`src/rtl/cla_slice_sequencer.sv`:
```
// -----------------------------------------------------------------------------
// cla_slice_sequencer
//
// Multi-cycle wide adder. A single 4-bit carry-lookahead slice is stepped over
// a WIDTH-bit operand pair, least-significant nibble first, one nibble per
// clock. Valid/ready handshakes sit on both the operand and the result side.
//
// Parameters:
//   WIDTH      operand/sum width; a multiple of 4 and >= 4 (NSLICE = WIDTH/4)
//
// Ports:
//   clk        rising-edge clock
//   rst_n      synchronous active-low reset
//   in_valid   operand pair presented
//   in_ready   block can accept operands (IDLE)
//   a, b, cin  operands and carry into bit 0, sampled only at the accept edge
//   busy       slice processing in progress (RUN)
//   out_valid  result available (DONE)
//   out_ready  consumer accepts result
//   sum        (a + b + cin) mod 2^WIDTH, valid while out_valid=1
//   cout       carry out of bit WIDTH-1
//   ovf        signed overflow of the final nibble (only with CLA_SEQ_OVF_EN)
//
// Optional feature macro: CLA_SEQ_OVF_EN adds the ovf port and its register.
// -----------------------------------------------------------------------------
module cla_slice_sequencer #(
   parameter int WIDTH = 32
) (
   input  logic             clk,
   input  logic             rst_n,
   input  logic             in_valid,
   output logic             in_ready,
   input  logic [WIDTH-1:0] a,
   input  logic [WIDTH-1:0] b,
   input  logic             cin,
   output logic             busy,
   output logic             out_valid,
   input  logic             out_ready,
   output logic [WIDTH-1:0] sum,
   output logic             cout
`ifdef CLA_SEQ_OVF_EN
   ,
   output logic             ovf
`endif
);

   localparam int NSLICE = WIDTH / 4;
   localparam int KW     = $clog2(NSLICE + 1);
   localparam logic [KW-1:0] KLAST = KW'(NSLICE - 1);

   typedef enum logic [1:0] {
      IDLE = 2'd0,
      RUN  = 2'd1,
      DONE = 2'd2
   } state_t;

   state_t           state_q;
   logic [KW-1:0]    k_q;
   logic             cr_q;
   logic [WIDTH-1:0] a_q;
   logic [WIDTH-1:0] b_q;
   logic [WIDTH-1:0] sum_q;
   logic [WIDTH-1:0] sum_d;
   logic             cout_q;
   logic             out_valid_q;
   logic             busy_q;
   logic             in_ready_q;
`ifdef CLA_SEQ_OVF_EN
   logic             ovf_q;
`endif

   // Lookahead slice. The operand registers are shifted right by one nibble
   // per RUN cycle, so the active nibble is always at bits [3:0].
   logic [3:0] p;
   logic [3:0] g;
   logic [3:0] s;
   logic       c0, c1, c2, c3;

   always_comb begin
      p  = a_q[3:0] ^ b_q[3:0];
      g  = a_q[3:0] & b_q[3:0];
      // Carries are fully expanded in (p, g, cr) rather than chained.
      c0 = g[0] | (p[0] & cr_q);
      c1 = g[1] | (p[1] & g[0]) | (p[1] & p[0] & cr_q);
      c2 = g[2] | (p[2] & g[1]) | (p[2] & p[1] & g[0])
                | (p[2] & p[1] & p[0] & cr_q);
      c3 = g[3] | (p[3] & g[2]) | (p[3] & p[2] & g[1])
                | (p[3] & p[2] & p[1] & g[0])
                | (p[3] & p[2] & p[1] & p[0] & cr_q);
      s  = p ^ {c2, c1, c0, cr_q};
   end

   // Drop the slice result into nibble k; higher nibbles keep stale data.
   always_comb begin
      sum_d = sum_q;
      for (int i = 0; i < NSLICE; i++) begin
         if (k_q == KW'(i)) begin
            sum_d[4*i +: 4] = s;
         end
      end
   end

   always_ff @(posedge clk) begin
      if (!rst_n) begin
         state_q     <= IDLE;
         k_q         <= '0;
         cr_q        <= 1'b0;
         sum_q       <= '0;
         cout_q      <= 1'b0;
         out_valid_q <= 1'b0;
         busy_q      <= 1'b0;
         // in_ready rises on the first edge after reset is released.
         in_ready_q  <= 1'b0;
`ifdef CLA_SEQ_OVF_EN
         ovf_q       <= 1'b0;
`endif
      end else begin
         case (state_q)
            IDLE: begin
               in_ready_q <= 1'b1;
               if (in_valid && in_ready_q) begin
                  a_q        <= a;
                  b_q        <= b;
                  cr_q       <= cin;
                  k_q        <= '0;
                  busy_q     <= 1'b1;
                  in_ready_q <= 1'b0;
                  state_q    <= RUN;
               end
            end
            RUN: begin
               sum_q <= sum_d;
               cr_q  <= c3;
               a_q   <= a_q >> 4;
               b_q   <= b_q >> 4;
               if (k_q == KLAST) begin
                  cout_q      <= c3;
`ifdef CLA_SEQ_OVF_EN
                  ovf_q       <= c3 ^ c2;
`endif
                  busy_q      <= 1'b0;
                  out_valid_q <= 1'b1;
                  state_q     <= DONE;
               end else begin
                  k_q <= k_q + 1'b1;
               end
            end
            DONE: begin
               // in_ready stays low here, so an in_valid coinciding with
               // out_ready is only taken in the following IDLE cycle.
               if (out_ready) begin
                  out_valid_q <= 1'b0;
                  in_ready_q  <= 1'b1;
                  state_q     <= IDLE;
               end
            end
            default: begin
               state_q <= IDLE;
            end
         endcase
      end
   end

   assign in_ready  = in_ready_q;
   assign busy      = busy_q;
   assign out_valid = out_valid_q;
   assign sum       = sum_q;
   assign cout      = cout_q;
`ifdef CLA_SEQ_OVF_EN
   assign ovf       = ovf_q;
`endif

endmodule
```
`config.mk`:
```
export PLATFORM = sky130hd
export DESIGN_NAME = cla_slice_sequencer
export DESIGN_NICKNAME = d
export VERILOG_FILES = /design/src/rtl/cla_slice_sequencer.sv
export SDC_FILE = /design/constraint.sdc
export NUM_CORES = 1
export LEC_CHECK = 0
export CORE_UTILIZATION = 46
export CTS_CLUSTER_DIAMETER = 120
export DETAILED_ROUTE_END_ITERATION = 8
export PLACE_DENSITY_LB_ADDON = 0.05
export SLEW_MARGIN = 20
export SYNTH_ARGS = -nofsm -noshare
export SYNTH_HDL_FRONTEND = slang
export SYNTH_SLANG_ARGS = --single-unit
```
`constraint.sdc`:
```
create_clock -name clk -period 7.58 [get_ports clk]
set_clock_uncertainty 0.2 [all_clocks]
set_input_delay 2.274 -clock clk [delete_from_list [all_inputs] [get_ports clk]]
set_output_delay 2.274 -clock clk [all_outputs]
set_load 0.005 [all_outputs]
```
==> Yosys cells after proc, flatten, opt, wreduce, memory -nomap -nowiden <==
Index checks and enable logic that the tools add are counted.
{ "word_totals": {"reg_bits": 107, "latch_bits": 0, "ramBits": 0, "romBits": 0, "out_inout_bits": 36, "word_cells": 103, "n_memories": 0} }
{ "op_classes": {"addsub": 1, "n_mul": 0, "div": 0, "order_cmp": 0, "n_eq_ne": 13, "shifts": 0, "muxes": 22, "bitwise": 29, "reduce_logical": 21} }
{ "ops": {"columns": ["operator", "n"], "rows": [
  ["$pmux W32 S2", 2],
  ["$mux W32", 2],
  ["$reduce_and A2 Y1", 10],
  ["$and A1 B1 Y1", 16],
  ["$eq A4 B3 Y1 const B", 4],
  ["$reduce_and A3 Y1", 5],
  ["$or A1 B1 Y1", 10],
  ["$eq A4 B2 Y1 const B", 2],
  ["$mux W4", 2],
  ["$ne A2 B2 Y1 const B", 4],
  ["$pmux W1 S2", 4],
  ["$pmux W4 S2", 1],
  ["$xor A4 B4 Y4", 2],
  ["$mux W1", 7],
  ["$mux W2", 3],
  ["$pmux W2 S3", 1],
  ["$reduce_bool A2 Y1", 3],
  ["$add A4 B1 Y4 const B", 1],
  ["$and A4 B4 Y4", 1],
  ["$eq A4 B1 Y1 const B", 1],
  ["$logic_not A4 Y1", 1],
  ["$eq A2 B1 Y1 const B", 1],
  ["$eq A2 B2 Y1 const B", 1],
  ["$logic_not A2 Y1", 1],
  ["$logic_and A1 B1 Y1", 1]
]} }

==> Longest topological paths before layout <==
Gate-level depths: netlist of run 1.
{ "depth": {"ltp_word": 7, "mapped_depth": 7, "mapped_depth_nobuf": 5} }

==> Worst setup path before layout of run 1 <==
No wires, ideal clock.
{ "synth_timing": {"path_kind": "input-to-reg", "from": "input rst_n", "to": "register a_q[0] (enable)", "setup_time_ns": 0.566, "arrival_time_ns": 6.903, "required_ns": 6.814, "path_slack_ns": -0.089, "stages": 2, "path_cell_list": "clkinv_1 -> nor3_1"} }
{ "synth_via": {"elab_chain_len": 1} }
{ "synth_rtl": {"columns": ["element", "line", "source"], "rows": [
  ["start: declaration", "30", "input logic rst_n,"],
  ["$reduce_and A3 Y1 (no source line)", null, null],
  ["end signal: assignment", "134", "a_q <= a_q >> 4;"],
  ["end: declaration", "60", "logic [WIDTH-1:0] a_q;"]
]} }
No other way between the ends.
A chain may end at the register's enable or synchronous reset.

==> Final worst setup path of run 1 <==
{ "layout_timing": {"from": "input rst_n", "to": "register b_q[4] (enable)"} }
{ "layout_via": {"elab_chain_len": 1} }
{ "layout_rtl": {"columns": ["element", "line", "source"], "rows": [
  ["$reduce_and A3 Y1 (no source line)", null, null],
  ["end signal: assignment", "135", "b_q <= b_q >> 4;"],
  ["end: declaration", "61", "logic [WIDTH-1:0] b_q;"]
]} }
No other way between the ends.

==> reports/results.ini, run 1 <==
[outcome]
status=complete, no violations

[cts]
cts_tree=built
cts-htree-levels=3
numCtsBuffers=9
cts_setup_buffers=0
root_buffer=clkbuf_8
clk_pin_slew_ns=0.11
cts_max_path_buffers=2
numClockSinks=107
cts-resized-gates=0
clk_latency_ns=0.35
cts_hold_buffers=0

[route]
drt_wl_total_um=10500
first_pass_iters=4
top_layer_used=met4
routedWlPerCell_um=14.8
drt_iter0_drc=169
wl_met3_um=526
drc_errors=0
vias=3665
via_per_inst=5.15
ant_nets=0
wl_met1_um=5080
wl_met2_um=4820

[critical_path]
critical_path.max_fanout=65
arrival_ns=4.66
r2r-start=state_q[1]
endpoint_kind=flip-flop
r2r-end=k_q[1]
worstRegToRegCells=4
worstSetupPathType=in2reg
cp_data_required_time_ns=7.36
startpoint_type=input pin
reg2reg_setup_slack_ns=5.14

[logic_synthesis]
synthTopCellsByCount=nand2_1, edfxtp_1, dfxtp_1
synth_top_flop_cell=edfxtp_1
seq_area_frac_synth=0.586
synth_area_per_cell_um2=9.77
async_reset_ff_frac=0
synth_area_leaders=edfxtp_1, dfxtp_1, nand2_1
yosys_warnings=0
yosysTopAreaCellShare=0.405
synth_area_leader_cell=edfxtp_1
synth_seq_cells=107
postSynthCellCount=486
syn_nets=564
netlist_area_mm2=0.00475
ys_types=49
synth_edf_count=64
yosysMostFrequentCell=nand2_1

[die]
fp.dieH_um=104
ios=105
die_area_mm2=0.0107
rows=36
coreArea_mm2=0.00991
start_util=0.479
die_x_um=104

[placed_design]
place_area_mm2=0.00587
dp_hpwl_um=7040
io_buffers=104
gp_congestion=0.787

[power]
p_leak_nw=2.30
p_per_area_mw_per_mm2=193
power_w=0.00117
vdd_ir_drop_max_uv=104

[layout]
insertedDiodeCount=0
final_nets=651
finish.instance_area_mm2=0.00607
final_layout_size_suffix_gt1_frac=0.0502
area_delta_synth_final_pct=27.9
postLayoutCoreUtil=0.613

[sta]
drv_slew=0
rsz0062_at_grt=false
holdWs_ns=0.283
finalHoldViolations=0
max_freq_mhz=205
worstMarginPinSlew_ns=0.813
fin_tns_setup_ns=0
min_period_over_period=0.644
slew_headroom=0.458
fin_crit_ns=4.88
setup_violations=0

[min_path]
hold_class=reg2reg
hold_depth=2
holdPathEnd=sum[2]
min_from=sum[2]

[global_routing]
grt_usage=0.196
antenna_found_initial=0
gr-total-overflow=0
grt_max_degree=66
grt_first_pass_wirelength_um=17000
grt_pass1_vias=3468

[job]
cap_violations=0

==> per-layer routing <==
metal  track usage  vias up
li1              -     1857
met1         0.283     1700
met2         0.301       99
met3        0.0321        9
met4        0.0652        0
met5             0        -
==> final cells by class <==
class                      instances  area, µm²
fill                             853       3830
sequential                       107       2780
multi-input combinational        335       1810
timing repair buffer             109       1080
tap                              133        166
clock buffer                       9        124
clock inverter                     7       76.3
inverter                          11       41.3
==> worst max-delay path: stages <==
cell             delay, ns
clkdlybuf4s50_1       0.45
buf_4                 0.36
clkinv_1              0.56
nor3_4                0.29
buf_4                 0.67
==> sequential cells by signal (all words and copies together), names as in the netlist <==
| name | count |
|---|---|
| a_q | 32 |
| b_q | 32 |
| busy | 1 |
| cout | 1 |
| cr_q | 1 |
| in_ready | 1 |
| k_q | 4 |
| out_valid | 1 |
| state_q | 2 |
| sum | 32 |
==> through the flow <==
stage | instances | setup slack [ns]
after floorplan | 486 | 1.92
after global placement | 694 | 2.40
after detailed placement | 695 | 2.34
after CTS | 711 | 2.73
after global routing | 711 | 2.57
final | 711 | 2.70
==> logic make-up after synthesis <==
family / Yosys count / share of synthesized area
AND/OR/NAND/NOR: 235 / 0.214
flip-flops: 107 / 0.586
AO/OA/AOI/OAI: 90 / 0.132
buffers and inverters: 44 / 0.0403
adder cells (fa/ha/maj): 9 / 0.0253
XOR/XNOR: 1 / 0.00184
==> placed cells by master (no fill, tap or decap), types with 2 or more instances in the layout <==
master,count
o22ai_1,6
and3_1,5
a21oi_1,22
and2_1,12
clkinv_1,3
o32ai_1,3
a311oi_1,2
o311a_1,2
buf_4,5
ha_1,8
a21o_1,6
clkdlybuf4s50_1,104
o21bai_1,2
clkbuf_8,9
dfxtp_1,43
nor2_1,6
o211ai_1,4
a211oi_1,6
o2111ai_1,7
a211oi_2,2
o21ai_0,7
nand2_1,185
o21a_1,8
inv_8,2
inv_1,10
edfxtp_1,64
nand3_1,13
o31ai_1,5
a21boi_0,4
==> power breakdown <==
part           internal, W  switching, W  leakage [nW]
sequential        0.000649    0.00000952         0.941
combinational    0.0000681     0.0000867          1.26
clock             0.000156      0.000201        0.0983
total             0.000873      0.000297          2.30
==> worst max-delay path by stage <==
stage | end | cells past startpoint | start | slack (ns)
after floorplan | a_q[0] | 2 | rst_n | 1.92
after global placement | a_q[5] | 5 | rst_n | 2.40
after detailed placement | a_q[5] | 5 | rst_n | 2.34
after CTS | b_q[5] | 5 | rst_n | 2.73
after global routing | a_q[4] | 5 | rst_n | 2.57
final | b_q[4] | 5 | rst_n | 2.70
No activity file was read; power rests on OpenSTA's default activity.
==> run 2: changes to the inputs <==
CORE_UTILIZATION = 51   (was 46)
clock period = 4.85 ns   (was 7.58 ns; I/O delays follow)
==> reports/results.ini, run 2 (synthesis gave the netlist of run 1 again) <==
[layout]
final_layout_size_suffix_gt1_frac=0.0518  ; +0.00164
insertedDiodeCount=0  ; unchanged
area_delta_synth_final_pct=27.5
layout_common_cells=nand2_1, clkdlybuf4s50_1, edfxtp_1, dfxtp_1, a21oi_1
final_common_cell=nand2_1
final_nets=652  ; +0.15%

[placed_design]
gp_congestion=0.799  ; +1.6%
io_buffers=104  ; unchanged
dp_hpwl_um=6980  ; -0.77%
preCtsSetupSlack_ns=1.32  ; -1.03 ns

[sta]
min_period_over_period=0.650
slew_headroom=0.474  ; +0.0154
max_freq_mhz=317
worstMarginPinSlew_ns=0.790  ; -0.0232 ns
fin_tns_setup_ns=0  ; unchanged
setup_violations=0  ; unchanged
rsz0062_at_grt=false
fin_crit_ns=3.15
setup_slack_ns=1.70  ; -0.999 ns
finalHoldViolations=0  ; unchanged
drv_slew=0  ; unchanged

[cts]
cts_max_path_buffers=2  ; unchanged
cts_tree=built
cts_hold_buffers=0  ; unchanged
cts_setup_buffers=0  ; unchanged
numClockSinks=107  ; unchanged
cts-resized-gates=0  ; unchanged
cts-htree-levels=3  ; unchanged
clk_latency_ns=0.36  ; about the same
numCtsBuffers=9  ; unchanged
clk_pin_slew_ns=0.11  ; about the same
root_buffer=clkbuf_8

[critical_path]
r2r-start=a_q[0]
reg2reg_setup_slack_ns=2.59  ; -2.55 ns
critical_path.max_fanout=65  ; unchanged
startpoint=in_valid
arrival_ns=2.95  ; -1.71 ns
cp_data_required_time_ns=4.65  ; -2.71 ns
worstSetupPathType=in2reg
startpoint_type=input pin
r2r-end=sum[31]
endpoint_kind=flip-flop
cp-endpoint=b_q[25]
worstRegToRegCells=4  ; unchanged

[die]
ios=105  ; unchanged
coreArea_mm2=0.00885  ; -11%
start_util=0.537  ; +0.0575
die_area_mm2=0.00970  ; -9.6%
die_x_um=98.5  ; -4.9%
rows=34  ; -5.6%
fp.dieH_um=98.5  ; -4.9%

[route]
first_pass_iters=9  ; +5
routedWlPerCell_um=15.2  ; +2.6%
drt_wl_total_um=10400  ; -0.88%
vias=3679  ; +0.38%
drt_iter0_drc=163  ; -3.6%
via_per_inst=5.36  ; +3.9%
ant_nets=0  ; unchanged
drc_errors=3  ; +3

[global_routing]
grt_usage=0.219  ; +0.0229
grt_pass1_vias=3515  ; +1.4%
grt_max_degree=66  ; unchanged
antenna_found_initial=0  ; unchanged
grt_first_pass_wirelength_um=16800  ; -1.1%
gr-total-overflow=0  ; unchanged

[job]
cap_violations=0  ; unchanged

[power]
p_leak_nw=2.31  ; +0.35%
p_per_area_mw_per_mm2=302  ; +57%
vdd_ir_drop_max_uv=156  ; +50%

[outcome]
violations=design-rule violations
status=complete, but fails checks

[min_path]
hold_class=reg2reg

==> run 2: cell types whose count changed in the layout (fill, tap and decap cells not counted), sizes merged <==
cell / delta
clkinvlp: -1
clkinv: +1
buf: +1
==> run 2: power by group <==
group / total, W / internal [W] / switching, W
Combinational: 0.000245 / 0.000107 / 0.000137
Clock: 0.000556 / 0.000243 / 0.000313
Sequential: 0.00103 / 0.00101 / 0.0000146
Total: 0.00183 / 0.00136 / 0.000465
==> run 2: layout make-up <==
class                   instances  area [µm²]
fillers                       718        2800
flip-flops and latches        107        2780
multi-input cells             335        1810
repair buffers                110        1090
well taps                     108         135
clock buffers                   9         124
clock inverters                 7        75.1
inverters                      11        41.3
==> run 2: how the worst min path moves through the flow <==
stage                     startpoint  cells after the start  slack, ns       to
after global placement        sum[2]                      2       0.26   sum[2]
after global routing         sum[10]                      2       0.30  sum[10]
final                         sum[2]                      2       0.28   sum[2]
after CTS                    sum[14]                      2       0.28  sum[14]
after detailed placement     sum[14]                      2       0.26  sum[14]
after floorplan              sum[10]                      2       0.26  sum[10]
==> run 2: metrics by stage <==
step                cell area, µm²  total power, W  std cells  utilization  hold WS (ns)
floorplan                     4750         0.00119        486            -         0.263
global placement              5840         0.00129        670        0.660         0.258
detailed placement            5840         0.00129        670        0.660         0.263
CTS                           6040         0.00184        686        0.683         0.280
global route                  6050         0.00190        687        0.684         0.297
finish                        6050         0.00183        687        0.684         0.281
==> run 2: worst max-delay path, stage by stage <==
cell and delay, ns:
clkdlybuf4s50_1 0.48, a21oi_1 0.17, nor3_4 0.16, buf_4 0.66
==> run 2: metal layers <==
layer,vias to the layer above,wire length [µm],GRT usage
met4,0,53,0.0643
met3,6,622,0.0326
met2,100,4900,0.355
met1,1715,4870,0.309
met5,-,0,0
li1,1858,-,-
